### config.mk
export PLATFORM = sky130hd
export DESIGN_NAME = sha256_w_sched_ctrl
export DESIGN_NICKNAME = d
export VERILOG_FILES = /design/src/rtl/sha256_pkg.sv /design/src/rtl/sha256_w_next.sv /design/src/rtl/sha256_w_sched_ctrl.sv
export SDC_FILE = /design/constraint.sdc
export NUM_CORES = 1
export LEC_CHECK = 0
export CAP_MARGIN = 20
export CORE_AREA = 2 2 202 304
export CTS_BUF_LIST = sky130_fd_sc_hd__clkbuf_4
export DETAILED_ROUTE_END_ITERATION = 8
export DIE_AREA = 0 0 204 306
export PLACE_DENSITY = 0.68
export SKIP_LAST_GASP = 1
export SLEW_MARGIN = 20
export SYNTH_ARGS = -nofsm -noshare
export SYNTH_HDL_FRONTEND = slang
export SYNTH_SLANG_ARGS = --single-unit
### constraint.sdc
create_clock -name CLK -period 3.9 [get_ports CLK]
set_input_delay 0.78 -clock CLK [delete_from_list [all_inputs] [get_ports CLK]]
set_output_delay 0.78 -clock CLK [all_outputs]
set_load 0.03 [all_outputs]
### src/rtl/sha256_pkg.sv
// ---------------------------------------------------------------------------
// sha256_pkg
// Shared definitions for the SHA-256 message-schedule datapath:
//   W8_PAD / LEN_256 : fixed padding words for a single 256-bit message block
//   sigma0 / sigma1  : small-sigma functions of the W-schedule recurrence
//   fsm_state_t      : controller state (IDLE, RUN)
// ---------------------------------------------------------------------------
package sha256_pkg;

  localparam logic [31:0] W8_PAD  = 32'h8000_0000;
  localparam logic [31:0] LEN_256 = 32'h0000_0100;

  typedef enum logic [0:0] {
    IDLE = 1'b0,
    RUN  = 1'b1
  } fsm_state_t;

  // s0(x) = ROTR7 ^ ROTR18 ^ SHR3
  function automatic logic [31:0] sigma0(input logic [31:0] x);
    return {x[6:0], x[31:7]} ^ {x[17:0], x[31:18]} ^ (x >> 3);
  endfunction

  // s1(x) = ROTR17 ^ ROTR19 ^ SHR10
  function automatic logic [31:0] sigma1(input logic [31:0] x);
    return {x[16:0], x[31:17]} ^ {x[18:0], x[31:19]} ^ (x >> 10);
  endfunction

endpackage

### src/rtl/sha256_w_next.sv
// ---------------------------------------------------------------------------
// sha256_w_next
// Combinational next-schedule-word generator:
//   W(t+16) = s1(W(t+14)) + W(t+9) + s0(W(t+1)) + W(t)   (mod 2^32)
// Ports:
//   w_t, w_t1, w_t9, w_t14 : window taps W(t), W(t+1), W(t+9), W(t+14)
//   w_t16                  : the new tail word W(t+16)
// ---------------------------------------------------------------------------
module sha256_w_next
  import sha256_pkg::*;
(
  input  logic [31:0] w_t,
  input  logic [31:0] w_t1,
  input  logic [31:0] w_t9,
  input  logic [31:0] w_t14,
  output logic [31:0] w_t16
);

  assign w_t16 = sigma1(w_t14) + w_t9 + sigma0(w_t1) + w_t;

endmodule

### src/rtl/sha256_w_sched_ctrl.sv
// ---------------------------------------------------------------------------
// sha256_w_sched_ctrl
// Accepts one 256-bit message block, pads it into a 16-word window and emits
// the SHA-256 message schedule W0..W(NUM_ROUNDS-1), one word per beat.
//
// Parameters:
//   NUM_ROUNDS : words emitted per block (17..64)
//   LEN_WORD   : length word placed in W15
// Ports:
//   CLK        : clock, rising edge
//   RST        : asynchronous reset, active low
//   in_valid / in_ready / block_in : block input handshake (W0 = [255:224])
//   out_valid / out_ready / w_out  : schedule word output stream
//   round_idx  : index t of w_out
//   last       : w_out is W(NUM_ROUNDS-1)
//   busy       : controller is emitting a block
// Configuration:
//   SHA256_WSCHED_BACKPRESSURE_EN : adds out_ready; without it every cycle in
//                                   RUN is an accepted beat.
// ---------------------------------------------------------------------------
module sha256_w_sched_ctrl
  import sha256_pkg::*;
#(
  parameter int          NUM_ROUNDS = 64,
  parameter logic [31:0] LEN_WORD   = LEN_256
) (
  input  logic         CLK,
  input  logic         RST,
  input  logic         in_valid,
  output logic         in_ready,
  input  logic [255:0] block_in,
  output logic         out_valid,
`ifdef SHA256_WSCHED_BACKPRESSURE_EN
  input  logic         out_ready,
`endif
  output logic [31:0]  w_out,
  output logic [5:0]   round_idx,
  output logic         last,
  output logic         busy
);

  localparam logic [5:0] LAST_IDX = 6'(NUM_ROUNDS - 1);

  fsm_state_t  state;
  logic [31:0] win [16];   // win[0] is W(t), win[15] is W(t+15)
  logic [31:0] w_next;
  logic        beat;

  sha256_w_next u_w_next (
    .w_t   (win[0]),
    .w_t1  (win[1]),
    .w_t9  (win[9]),
    .w_t14 (win[14]),
    .w_t16 (w_next)
  );

  assign in_ready  = (state == IDLE);
  assign busy      = (state == RUN);
  assign out_valid = busy;
  assign w_out     = win[0];
  assign last      = out_valid && (round_idx == LAST_IDX);

`ifdef SHA256_WSCHED_BACKPRESSURE_EN
  assign beat = out_valid && out_ready;
`else
  assign beat = out_valid;
`endif

  // NOTE: all state here uses non-blocking assignments so every register
  // samples the pre-edge values; the window shift depends on that.
  always_ff @(posedge CLK or negedge RST) begin
    if (!RST) begin
      state     <= IDLE;
      round_idx <= '0;
      // NOTE: the window is a register file, but it is reset explicitly
      // because w_out is taken straight from its head and must read 0.
      for (int i = 0; i < 16; i++) win[i] <= '0;
    end else begin
      case (state)
        IDLE: begin
          if (in_valid) begin
            for (int i = 0; i < 8; i++) win[i] <= block_in[255 - 32*i -: 32];
            win[8] <= W8_PAD;
            for (int i = 9; i < 15; i++) win[i] <= '0;
            win[15]   <= LEN_WORD;
            round_idx <= '0;
            state     <= RUN;
          end
        end
        RUN: begin
          if (beat) begin
            for (int i = 0; i < 15; i++) win[i] <= win[i+1];
            win[15] <= w_next;
            // The counter saturates at the final index; the block ends there.
            if (last) state     <= IDLE;
            else      round_idx <= round_idx + 6'd1;
          end
        end
        default: state <= IDLE;
      endcase
    end
  end

endmodule

==> out/qor.txt <==
Worst path slowest cell = fa_1
Synth Net Count = 3170
Vias/cell = 5.294
Vias in the first global route = 22040
Arrival @ worst endpoint = 4.81 ns
Max stage delay on crit path = 0.55 ns
Post-synth top flop = dfrtp_1
Top-Level Pins = 301
First-pass GRT wire length = 137300 um
Synth area leader = dfrtp_1
Register area share after synthesis = 0.4871
Synth warnings = 0
Post-detailed-route count of antenna-violating nets = 0
P&R area growth vs syn = 25.53%
Global route overflow = 0
Post-place instance area = 0.03107 mm^2
Gr usage total = 0.2960
HPWL reported at the end of detailed placement = 68040 um
Max-cap violations = 0
Row count = 110
Layout cells sized above 1 = 0.1616
Worst-path clk slew = 0.07 ns
Max Transition Viols Final = 0
Synth top area share = 0.4871
Drt pass-1 iters = 5
Setup ws final = -0.1392 ns
Crit path time final = 4.039 ns
Wire per inst = 22.64 um
Clk Latency, worst-skew pair = 0.92 ns
Initial detailed-routing violation count = 1680
Die H = 306 um
Run status = finished with violations
Most frequent cells in the layout = nand2_1, dfrtp_1, o21ai_0, clkdlybuf4s50_1, mux2i_1
Mapped Area = 0.02666 mm^2
Setup Crit Path Kind = reg -> reg
DRC errors left = 0
WP data required = 4.67 ns
Post-synth cell types = 58
Crit path buf inv count = 5
Most common cell after layout, fill and taps aside = nand2_1
Tightest Hold Check Type = in -> reg
Inserted Clock Buffers = 133
Clock root buffer = clkbuf_4
Starting Density = 0.4463
Setup-failing EPs final = 9
Worst-path fanout max = 3
Avg Inst Size Synth = 9.464 um^2
Final GP Congestion = 0.9207
CTS tree = done
Worst-path cell chain = xnor2_2 -> xnor2_2 -> fa_1 -> inv_2 -> fa_1 -> inv_1 -> ha_2 -> inv_2 -> fa_2 -> and2b_2 -> o2111ai_4 -> buf_6 -> a211oi_4 -> buf_6 -> o2111ai_4 -> a21oi_2 -> xnor2_1 -> o21ai_1
Largest net degree at the start of global routing = 181
Post-synth EDFFs = 0
Post-route cell area = 0.03347 mm^2
Clock Path Buffers = 3
Synth Register Bits = 519
Core ar. = 0.05973 mm^2
WL final = 91860 um
Delay-heaviest family, CP = adder cells
Startpoint types = flip-flop
Fmax = 247.6 MHz
Ys async rst share = 1.000
Total Nets Final = 3535
Synth Instances = 2817
Fin. Hold Viols = 0
Clk_skew = 0.06514 ns
Final worst-path cycle share = 1.036
Antenna violations before repair = 7
Clk sinks = 519
I/O Buffers = 300
CP endpoint kind = flip-flop
Unrepaired setup endpoints after global routing = true
Worst slew margin = 0.4705
Failing checks = setup timing
Worst-Margin Slew = 0.7942 ns
Die Wd = 204 um
Die ar. = 0.06242 mm^2
Vias after detailed routing = 21480
Synth area leaders = dfrtp_1, nand2_1, mux2i_1
H-tree levels = 4
final cells by class:
type | count | area (um^2)
Clock buffer | 194 | 1456
Clock inverter | 27 | 163.9
Inverter | 151 | 571.8
Tap cell | 784 | 980.9
Sequential cell | 519 | 13000
Timing Repair Buffer | 491 | 4683
Fill cell | 5479 | 26270
Antenna cell | 6 | 15.01
Multi-Input combinational cell | 1886 | 12600
path summary, 6_finish.rpt:
kind,start,end,slack (ns),cells after the start
max,win[456],win[25],-0.14,18
min,in_valid,win[255],0.27,3
max reg2reg,win[456],win[25],-0.14,18
min reg2reg,win[120],win[152],0.43,2
max in group asynchronous,RST,busy,2.50,3
min in group asynchronous,RST,win[431],0.43,2
cell families after synthesis:
kind of cell / synth area share
multiplexers: 0.09724
AO/OA/AOI/OAI: 0.1293
flip-flops: 0.4871
XOR/XNOR: 0.04632
adder cells (fa/ha/maj): 0.06157
buffers and inverters: 0.06505
AND/OR/NAND/NOR: 0.1133
repair_timing:
item                                    4_1_cts  5_1_grt
resized for setup                            52       85
endpoints found under the hold margin        59        0
hold buffers                                  1        0
cloned                                        0        0
endpoints found under the setup margin       19       18
pin swaps                                    31       31
buffers inserted                              5        6
routing by layer:
| layer | GRT usage | up-vias | part of all wire |
|---|---|---|---|
| met1 | 0.3523 | 10530 | 0.39 |
| li1 | - | 10050 | - |
| met5 | 0 | - | 0.00025 |
| met4 | 0.1776 | 4 | 0.064 |
| met2 | 0.4976 | 685 | 0.50 |
| met3 | 0.05400 | 211 | 0.051 |
Yosys cell counts (2+ instances only):
| library cell | instances |
|---|---|
| nand2_1 | 704 |
| dfrtp_1 | 519 |
| o21ai_0 | 452 |
| mux2i_1 | 259 |
| clkbuf_1 | 178 |
| inv_1 | 151 |
| xnor2_1 | 118 |
| fa_1 | 62 |
| buf_2 | 36 |
| o22ai_1 | 35 |
| buf_4 | 34 |
| ha_1 | 32 |
| nor2_1 | 31 |
| o31ai_1 | 28 |
| a21oi_1 | 27 |
| xor2_1 | 23 |
| a21o_1 | 15 |
| nand3_1 | 12 |
| buf_1 | 11 |
| nand4_1 | 7 |
| nor3_1 | 7 |
| a31oi_1 | 6 |
| o21ai_1 | 5 |
| or3_1 | 5 |
| a211oi_1 | 4 |
| a211oi_2 | 3 |
| a31o_2 | 3 |
| and2_1 | 3 |
| and3_1 | 3 |
| nor2b_1 | 3 |
| o2111ai_1 | 3 |
| o21a_1 | 3 |
| o21bai_1 | 3 |
| o31ai_2 | 3 |
| a21oi_2 | 2 |
| a32o_1 | 2 |
| buf_6 | 2 |
| nand3b_1 | 2 |
| o311ai_1 | 2 |
flip-flops by register name, summed over array words and instances, names as in the netlist:
signal     cells
w_out         32
busy           1
win          480
round_idx      6
tightest hold or removal path: cells and delay by family:
family / cells / cell delay, ns
buffers and inverters: 1 / 0.16
and+or+nand+nor: 1 / 0.09
AOI/OAI and AO/OA: 1 / 0.07
through the flow:
stage | util | hold WS, ns | std cells | TNS, ns | worst slack [ns]
after CTS | 0.5522 | 0.1829 | 4048 | -0.7059 | -0.1638
after detailed placement | 0.5202 | 0.4652 | 3822 | -3.626 | -0.4160
after floorplan | - | 0.4455 | 2817 | 0 | 0.01398
after global routing | 0.5602 | 0.2431 | 4057 | -2.131 | -0.2937
after global placement | 0.5202 | 0.4593 | 3822 | -3.596 | -0.4349
final | 0.5603 | 0.2702 | 4058 | -0.6696 | -0.1392
Power is not shown: default switching activity piles up to over one toggle a cycle in this logic, so the estimate is an artifact.
